==> src/rtl/score_controller.sv <==
// Pong match sequencer: BCD scores, IDLE/SERVE/PLAY/POINT/OVER flow, ball gating and frame-stable digits.
// Optional SCORE_FLASH_EN: text_en blinks in POINT (every 8th tick) and OVER (every 16th tick).
module score_controller #(
  parameter int WIN_SCORE    = 11,
  parameter int SERVE_FRAMES = 120,
  parameter int POINT_FRAMES = 60
) (
  input  logic       clk,
  input  logic       rst,
  input  logic       frame_tick,
  input  logic       start_btn,
  input  logic       goal_left,
  input  logic       goal_right,
  output logic [7:0] score_l,
  output logic [7:0] score_r,
  output logic [2:0] state,
  output logic       ball_en,
  output logic       text_en,
  output logic [1:0] winner
);

  typedef enum logic [2:0] {
    IDLE  = 3'd0,
    SERVE = 3'd1,
    PLAY  = 3'd2,
    POINT = 3'd3,
    OVER  = 3'd4
  } state_t;

  localparam logic [7:0] SERVE_LAST = 8'(SERVE_FRAMES - 1);
  localparam logic [7:0] POINT_LAST = 8'(POINT_FRAMES - 1);
  localparam logic [6:0] WIN_BIN    = 7'(WIN_SCORE);

  state_t     cur;
  logic [7:0] frame_cnt;
  logic [7:0] work_l;
  logic [7:0] work_r;
  logic       start_q;

  logic       start_edge;
  logic       serve_done;
  logic       point_done;
  logic       win_l;
  logic       win_r;

  function automatic logic [7:0] bcd_inc(input logic [7:0] v);
    if (v == 8'h99)
      return v;
    if (v[3:0] >= 4'd9)
      return {v[7:4] + 4'd1, 4'd0};
    return {v[7:4], v[3:0] + 4'd1};
  endfunction

  function automatic logic [6:0] bcd_to_bin(input logic [7:0] v);
    return (7'(v[7:4]) * 7'd10) + 7'(v[3:0]);
  endfunction

  assign state = cur;

  always_comb begin
    start_edge = start_btn & ~start_q;
    serve_done = frame_tick && (frame_cnt == SERVE_LAST);
    point_done = frame_tick && (frame_cnt == POINT_LAST);
    win_l      = (bcd_to_bin(work_l) == WIN_BIN);
    win_r      = (bcd_to_bin(work_r) == WIN_BIN);
  end

  // Display copies sample the working scores only on frame_tick, so a goal on a tick cycle shows one tick later.
  always_ff @(posedge clk or negedge rst) begin
    if (!rst) begin
      cur       <= IDLE;
      frame_cnt <= '0;
      work_l    <= '0;
      work_r    <= '0;
      score_l   <= '0;
      score_r   <= '0;
      start_q   <= 1'b0;
      ball_en   <= 1'b0;
      winner    <= 2'b00;
    end else begin
      start_q <= start_btn;
      if (frame_tick) begin
        score_l <= work_l;
        score_r <= work_r;
      end
      case (cur)
        IDLE: begin
          ball_en <= 1'b0;
          if (start_edge) begin
            cur       <= SERVE;
            frame_cnt <= '0;
          end
        end
        SERVE: begin
          ball_en <= 1'b0;
          if (serve_done) begin
            cur       <= PLAY;
            frame_cnt <= '0;
            ball_en   <= 1'b1;
          end else if (frame_tick) begin
            frame_cnt <= frame_cnt + 8'd1;
          end
        end
        PLAY: begin
          // Left wins a simultaneous goal; the right pulse is dropped.
          if (goal_left) begin
            work_l    <= bcd_inc(work_l);
            cur       <= POINT;
            ball_en   <= 1'b0;
            frame_cnt <= '0;
          end else if (goal_right) begin
            work_r    <= bcd_inc(work_r);
            cur       <= POINT;
            ball_en   <= 1'b0;
            frame_cnt <= '0;
          end
        end
        POINT: begin
          ball_en <= 1'b0;
          if (point_done) begin
            frame_cnt <= '0;
            if (win_l) begin
              cur    <= OVER;
              winner <= 2'b01;
            end else if (win_r) begin
              cur    <= OVER;
              winner <= 2'b10;
            end else begin
              cur <= SERVE;
            end
          end else if (frame_tick) begin
            frame_cnt <= frame_cnt + 8'd1;
          end
        end
        OVER: begin
          ball_en <= 1'b0;
          if (start_edge) begin
            work_l    <= '0;
            work_r    <= '0;
            winner    <= 2'b00;
            cur       <= SERVE;
            frame_cnt <= '0;
          end
        end
        default: begin
          cur       <= IDLE;
          frame_cnt <= '0;
          ball_en   <= 1'b0;
        end
      endcase
    end
  end

`ifdef SCORE_FLASH_EN
  logic       leave;
  logic [3:0] flash_cnt;

  always_comb begin
    leave = 1'b0;
    case (cur)
      IDLE:    leave = start_edge;
      SERVE:   leave = serve_done;
      PLAY:    leave = goal_left | goal_right;
      POINT:   leave = point_done;
      OVER:    leave = start_edge;
      default: leave = 1'b1;
    endcase
  end

  // Every state entry restarts the blink phase with text visible.
  always_ff @(posedge clk or negedge rst) begin
    if (!rst) begin
      text_en   <= 1'b0;
      flash_cnt <= '0;
    end else if (leave) begin
      text_en   <= 1'b1;
      flash_cnt <= '0;
    end else if (cur == POINT) begin
      if (frame_tick) begin
        if (flash_cnt[2:0] == 3'd7) begin
          text_en   <= ~text_en;
          flash_cnt <= '0;
        end else begin
          flash_cnt <= flash_cnt + 4'd1;
        end
      end
    end else if (cur == OVER) begin
      if (frame_tick) begin
        if (flash_cnt == 4'd15) begin
          text_en   <= ~text_en;
          flash_cnt <= '0;
        end else begin
          flash_cnt <= flash_cnt + 4'd1;
        end
      end
    end else begin
      text_en <= 1'b1;
    end
  end
`else
  always_ff @(posedge clk or negedge rst) begin
    if (!rst)
      text_en <= 1'b0;
    else
      text_en <= 1'b1;
  end
`endif

endmodule

==> config.mk <==
export PLATFORM = sky130hd
export DESIGN_NAME = score_controller
export DESIGN_NICKNAME = d
export VERILOG_FILES = /design/src/rtl/score_controller.sv
export SDC_FILE = /design/constraint.sdc
export NUM_CORES = 1
export LEC_CHECK = 0
export ABC_AREA = 0
export CAP_MARGIN = 25
export CORE_MARGIN = 4
export CORE_UTILIZATION = 60
export DETAILED_ROUTE_END_ITERATION = 8
export PLACE_DENSITY = 0.84
export SYNTH_ARGS = -nofsm -noshare
export SYNTH_HDL_FRONTEND = slang
export SYNTH_SLANG_ARGS = --single-unit
==> constraint.sdc <==
create_clock -name clk -period 6.4 [get_ports clk]
set_input_delay 0.96 -clock clk [delete_from_list [all_inputs] [get_ports clk]]
set_output_delay 0.96 -clock clk [all_outputs]
set_load 0.1 [all_outputs]
# ---- Word level (Yosys, flattened, before mapping)
# Cells that the tools add are included.
dict set report word_totals {
  wordCells 112
  register_bits 48
  inputBits 6
  output_inout_bits 23
}
dict set report classes {
  n_mul 2
  reduce_logical 13
  bitwise_logic 2
  n_eq_ne 21
  muxes 53
  addsub 7
  n_lt_le_gt_ge 2
}
# op n
set ops {}
lappend ops {{$mux 8} 17}
lappend ops {{$pmux 8 s2} 2}
lappend ops {{$pmux 8 s4} 1}
lappend ops {{$mux 3} 7}
lappend ops {{$mux 1} 19}
lappend ops {{$add 4x1->4 const B} 4}
lappend ops {{$eq 8x8->1 const B} 2}
lappend ops {{$reduce_and 4->1} 4}
lappend ops {{$add 7x4->7} 2}
lappend ops {{$eq 7x4->1 const B} 2}
lappend ops {{$mul 4x3->6 const B} 2}
lappend ops {{$ne 2x2->1 const B} 6}
lappend ops {{$ne 3x3->1 const B} 4}
lappend ops {{$pmux 3 s4} 1}
lappend ops {{$add 8x1->8 const B} 1}
lappend ops {{$eq 8x6->1 const B} 1}
lappend ops {{$eq 8x7->1 const B} 1}
lappend ops {{$ge 4x4->1 const B} 2}
lappend ops {{$mux 2} 4}
lappend ops {{$eq 3x2->1 const B} 2}
lappend ops {{$reduce_and 5->1} 1}
lappend ops {{$pmux 2 s2} 1}
lappend ops {{$reduce_bool 2->1} 2}
lappend ops {{$eq 3x1->1 const B} 1}
lappend ops {{10 further kinds} 11}

# ---- Longest topological paths before layout
dict set report logic_depth {
  word_depth 14
  mapped_depth 9
  depth_no_buf 9
}

# ---- Least setup slack after synthesis
# OpenSTA, ideal clock, no wires.
dict set report synth_path {
  path_type {register to register}
  start {reg work_l[5]}
  end {reg winner[1]}
  n_path_buf 0
  setup_ns 0.129
  t_arrival_ns 2.590
  slack_ns 3.682
  stages_incl_launch_ff 10
  period_less_slack_ns 2.718
  required_time_ns 6.271
  path_cell_list {dfrtp_1 -> ha_1 -> ha_1 -> inv_1 -> fa_1 -> nand2b_1 -> or4b_2 -> o21ai_0 -> nor3b_1 -> o21ai_0}
}
dict set report synth_between {
  elab_chain_cells 6
  elab_cells_between_ends 8
  cone_classes {add/sub (1); mul (1); eq/ne (2); mux (3); reduce/logical (1)}
}
# element line
set synth_lines {}
lappend synth_lines {{start, declared} 36} ;# logic [7:0] work_l;
lappend synth_lines {{start signal, assigned} 107} ;# work_l <= bcd_inc(work_l);
lappend synth_lines {{$mul 4x3->6 *} 55} ;# return (7'(v[7:4]) * 7'd10) + 7'(v[3:0]);
lappend synth_lines {{$add 7x4->7 *} 55}
lappend synth_lines {{$eq 7x4->1 *} 64} ;# win_l = (bcd_to_bin(work_l) == WIN_BIN);
lappend synth_lines {{$mux 2} 122} ;# if (win_l) begin
lappend synth_lines {{$mux 2} 120} ;# if (point_done) begin
lappend synth_lines {{$pmux 2 s2} 86} ;# case (cur)
lappend synth_lines {{end signal, assigned} 79} ;# winner <= 2'b00;
lappend synth_lines {{end signal, assigned} 124} ;# winner <= 2'b01;
lappend synth_lines {{end signal, assigned} 127} ;# winner <= 2'b10;
lappend synth_lines {{end, declared} 19} ;# output logic [1:0] winner
# Mark *: on every way between the ends. The rest lies on a longest branch, timed or not. The select of a mux whose other input is x is not followed.
# A chain may end at the register's enable or synchronous reset.

# ---- Worst setup path after layout
# Ends and elaborated chain as after synthesis.

==> results.yml <==
timing:
  slew-limit-headroom_pct: 31.1
  worst-slew-pin-transition_ns: 1.03
  min_period_over_period_pct: 49.8
  tns_ns: 0
  hold_violations: 0
  whs_ns: 0.491
  maxClockFrequency_mhz: 314
  fin_skew_ns: 0.00822
  finalSetupViolations: 0
  final-max-slew-violation-count: 0
  post-route-worst-setup-slack_ns: 3.21
  unrepaired_setup_endpoints_after_global_routing: "false"
  layout_min_cycle_time_ns: 3.19
global_route:
  largest_net_degree_at_the_start_of_global_routing: 49
  grtUsageTotal_pct: 20.6
  antenna_found_initial: 0
  grt_first_pass_wirelength_um: 10100
  via_count_of_the_first_global_routing_pass: 2198
  gr-total-overflow: 0
synth:
  yosys_register_bits: 48
  seq_area_frac_synth_pct: 42.2
  postSynthCellCount: 276
  post_synth.cell_area_avg_um2: 10.3
  async_flop_share_pct: 100
  yosys.cell_types.count: 52
  ys_warn_count: 0
  yosys.area.top_type_share_pct: 42.2
  postSynthNetCount: 309
  netlist.top_cell.by_area: "dfrtp_1"
  dominantRegCellSynth: "dfrtp_1"
  synth_area_leaders: "dfrtp_1 42%, ha_1 10%, mux2_2 6.3%, fa_1 2.8%, o21ai_0 2.8%"
  post_synth_instance_area_mm2: 0.00285
  synth-edff-count: 0
clock_network:
  cts.repair.resized: 0
  cts_tree: "done"
  post-cts-setup-buffer-count: 0
  clk_root_buffer_cell: "clkbuf_8"
  worstSkewPairLatency_ns: 0.30
  cts_buffers: 5
  numClockSinks: 48
  ctsLongestPathBuffers: 2
  holdBufCountCts: 0
  cts_htree_levels: 2
  clkTransAtPathRegs_ns: 0.09
worst_setup_path:
  worst_r2r_startpoint: "work_l[5]"
  rr_worst_depth: 9
  register_to_register_setup_slack_ns: 3.21
  critPathMaxFanout: 6
  crit_required_ns: 6.59
  cp-start-kind: "register"
  worst-setup-path-type: "reg2reg"
  r2r-end: "winner[1]"
  worst_setup_path_end_kind: "register"
  critical_path_arrival_ns: 3.37
floorplan:
  die_w_um: 76.9
  dieHeight_um: 76.9
  std_cell_rows: 24
  core_area_mm2: 0.00447
  num_ports: 29
  effective_utilization_at_floorplan_pct: 63.6
  design.die.area_mm2: 0.00591
detailed_routing:
  dr_wl_met3_um: 193
  routed-via-count: 2211
  met2_length_um: 2870
  routed_wl_um: 5780
  antenna_left: 0
  highest-signal-layer: "met4"
  wire_per_inst_um: 16.0
  met1_length_um: 2640
  via_to_cell_ratio: 6.12
  dr.pass1.iters: 4
  detail_route.drc_violations: 0
  detail_route.iter0.violations: 137
cells_and_area:
  final_nets: 341
  post_route_cells_drive_above_1_share_pct: 10.7
  insertedDiodeCount: 0
  layout_area_growth_over_synthesis_pct: 16.1
worst_hold_path:
  worstHoldPathType: "in2async"
placed_design:
  post_detailed_placement_half_perimeter_wirelength_um: 4150
  preCtsSetupSlack_ns: 2.61
  gp_routability_congestion: 0.859
  io_buffers: 28
power_and_ir_drop:
  p_per_area_mw_per_mm2: 218
  power.ir.vdd_worst_mv: 0.111
  leakagePower_nw: 1.48
  final_power_mw: 0.720
outcome:
  outcome: "completed"
flow_run:
  cap_viol_max_count: 0
## worst max-delay path, cell delays in order, from the launching register on
cell     delay [ns]
dfrtp_1        0.47
ha_1           0.32
ha_1           0.14
inv_1          0.05
fa_1           0.37
xor2_1         0.20
or4b_2         0.61
o21ai_0        0.53
nor3b_1        0.27
o21ai_0        0.12
## cell usage in the layout (no fill, tap or decap), types with 2 or more instances in the layout
cell and n:
fa_1 4, o22ai_1 4, a21o_1 3, xnor2_1 2, or3_1 2, nor3b_1 2, o21ai_0 16, mux2_2 16
or3b_2 2, nand3_1 12, o2bb2ai_1 3, xor2_1 4, nand4_1 4, and4b_1 2, a21boi_0 2, a31oi_1 7
nand3b_1 3, nand2b_1 8, and3_1 2, ha_1 23, a41oi_1 2, nand2_1 20, or4_1 4, dfrtp_1 48
clkbuf_8 5, o31ai_1 5, or4b_1 2, a21oi_1 11, nor2_1 12, inv_1 21, a32o_1 2, nor2b_1 4
nor4bb_1 2, clkdlybuf4s50_1 27
## registers in the layout, indices dropped and copies added (netlist names), 2 cells and up
register   cells
work_l         8
score_r        8
frame_cnt      8
work_r         8
winner         2
state          3
score_l        8
## kinds of logic after synthesis
logic type | after synthesis | share of synthesized area (%)
adders and majority gates | 27 | 12.9
AOI/OAI and AO/OA | 61 | 14.3
other | 1 | 0.132
DFF | 48 | 42.2
and+or+nand+nor | 91 | 18.7
muxes | 16 | 6.33
buffers and inverters | 26 | 3.52
xor gates and xnor gates | 6 | 1.85
## area by class of cell
type	count	area, µm²
well taps	52	65.1
fillers	323	1170
repair buffers	30	303
inverters	21	78.8
clock buffers	5	68.8
flip-flops and latches	48	1200
multi-input cells	202	1540
clock inverters	3	42.5
## how the worst max path moves through the flow
| stage | start | end | slack [ns] | cells after the start |
|---|---|---|---|---|
| 2_1_floorplan | work_l[5] | winner[1] | 3.68 | 9 |
| 3_3_place_gp | frame_tick | frame_cnt[7] | 2.72 | 5 |
| 3_5_place_dp | frame_tick | frame_cnt[7] | 2.61 | 5 |
| 4_1_cts | frame_tick | frame_cnt[7] | 2.92 | 5 |
| 5_1_grt | work_l[5] | winner[1] | 3.03 | 9 |
| 6_report | work_l[5] | winner[1] | 3.21 | 9 |
## through the flow
stage          utilization, %  cell area, µm²  instances
2_1_floorplan               -            2850        276
3_3_place_gp             70.7            3160        351
3_5_place_dp             70.7            3160        351
4_1_cts                  73.2            3280        359
5_1_grt                  73.8            3300        361
6_report                 73.8            3300        361
## per-layer routing
metal	vias to the layer above	track usage [%]
li1	1069	-
met1	1088	25.9
met2	43	35.1
met3	11	4.80
met4	0	6.70
met5	-	0
## cells in the mapped netlist, drive strengths merged, types with 5 or more instances
cell / instances
dfrtp: 48
ha: 23
inv: 21
nand2: 20
o21ai: 17
mux2: 16
nor2: 14
nand3: 12
a21oi: 11
nand2b: 8
a31oi: 7
o31ai: 5
## report_power, final
part / internal (mW) / leakage [nW] / switching (mW)
Sequential: 0.330 / 0.592 / 0.0323
Clock: 0.116 / 0.0541 / 0.103
Combinational: 0.0490 / 0.838 / 0.0899
Power figures use the tool's default switching activity.
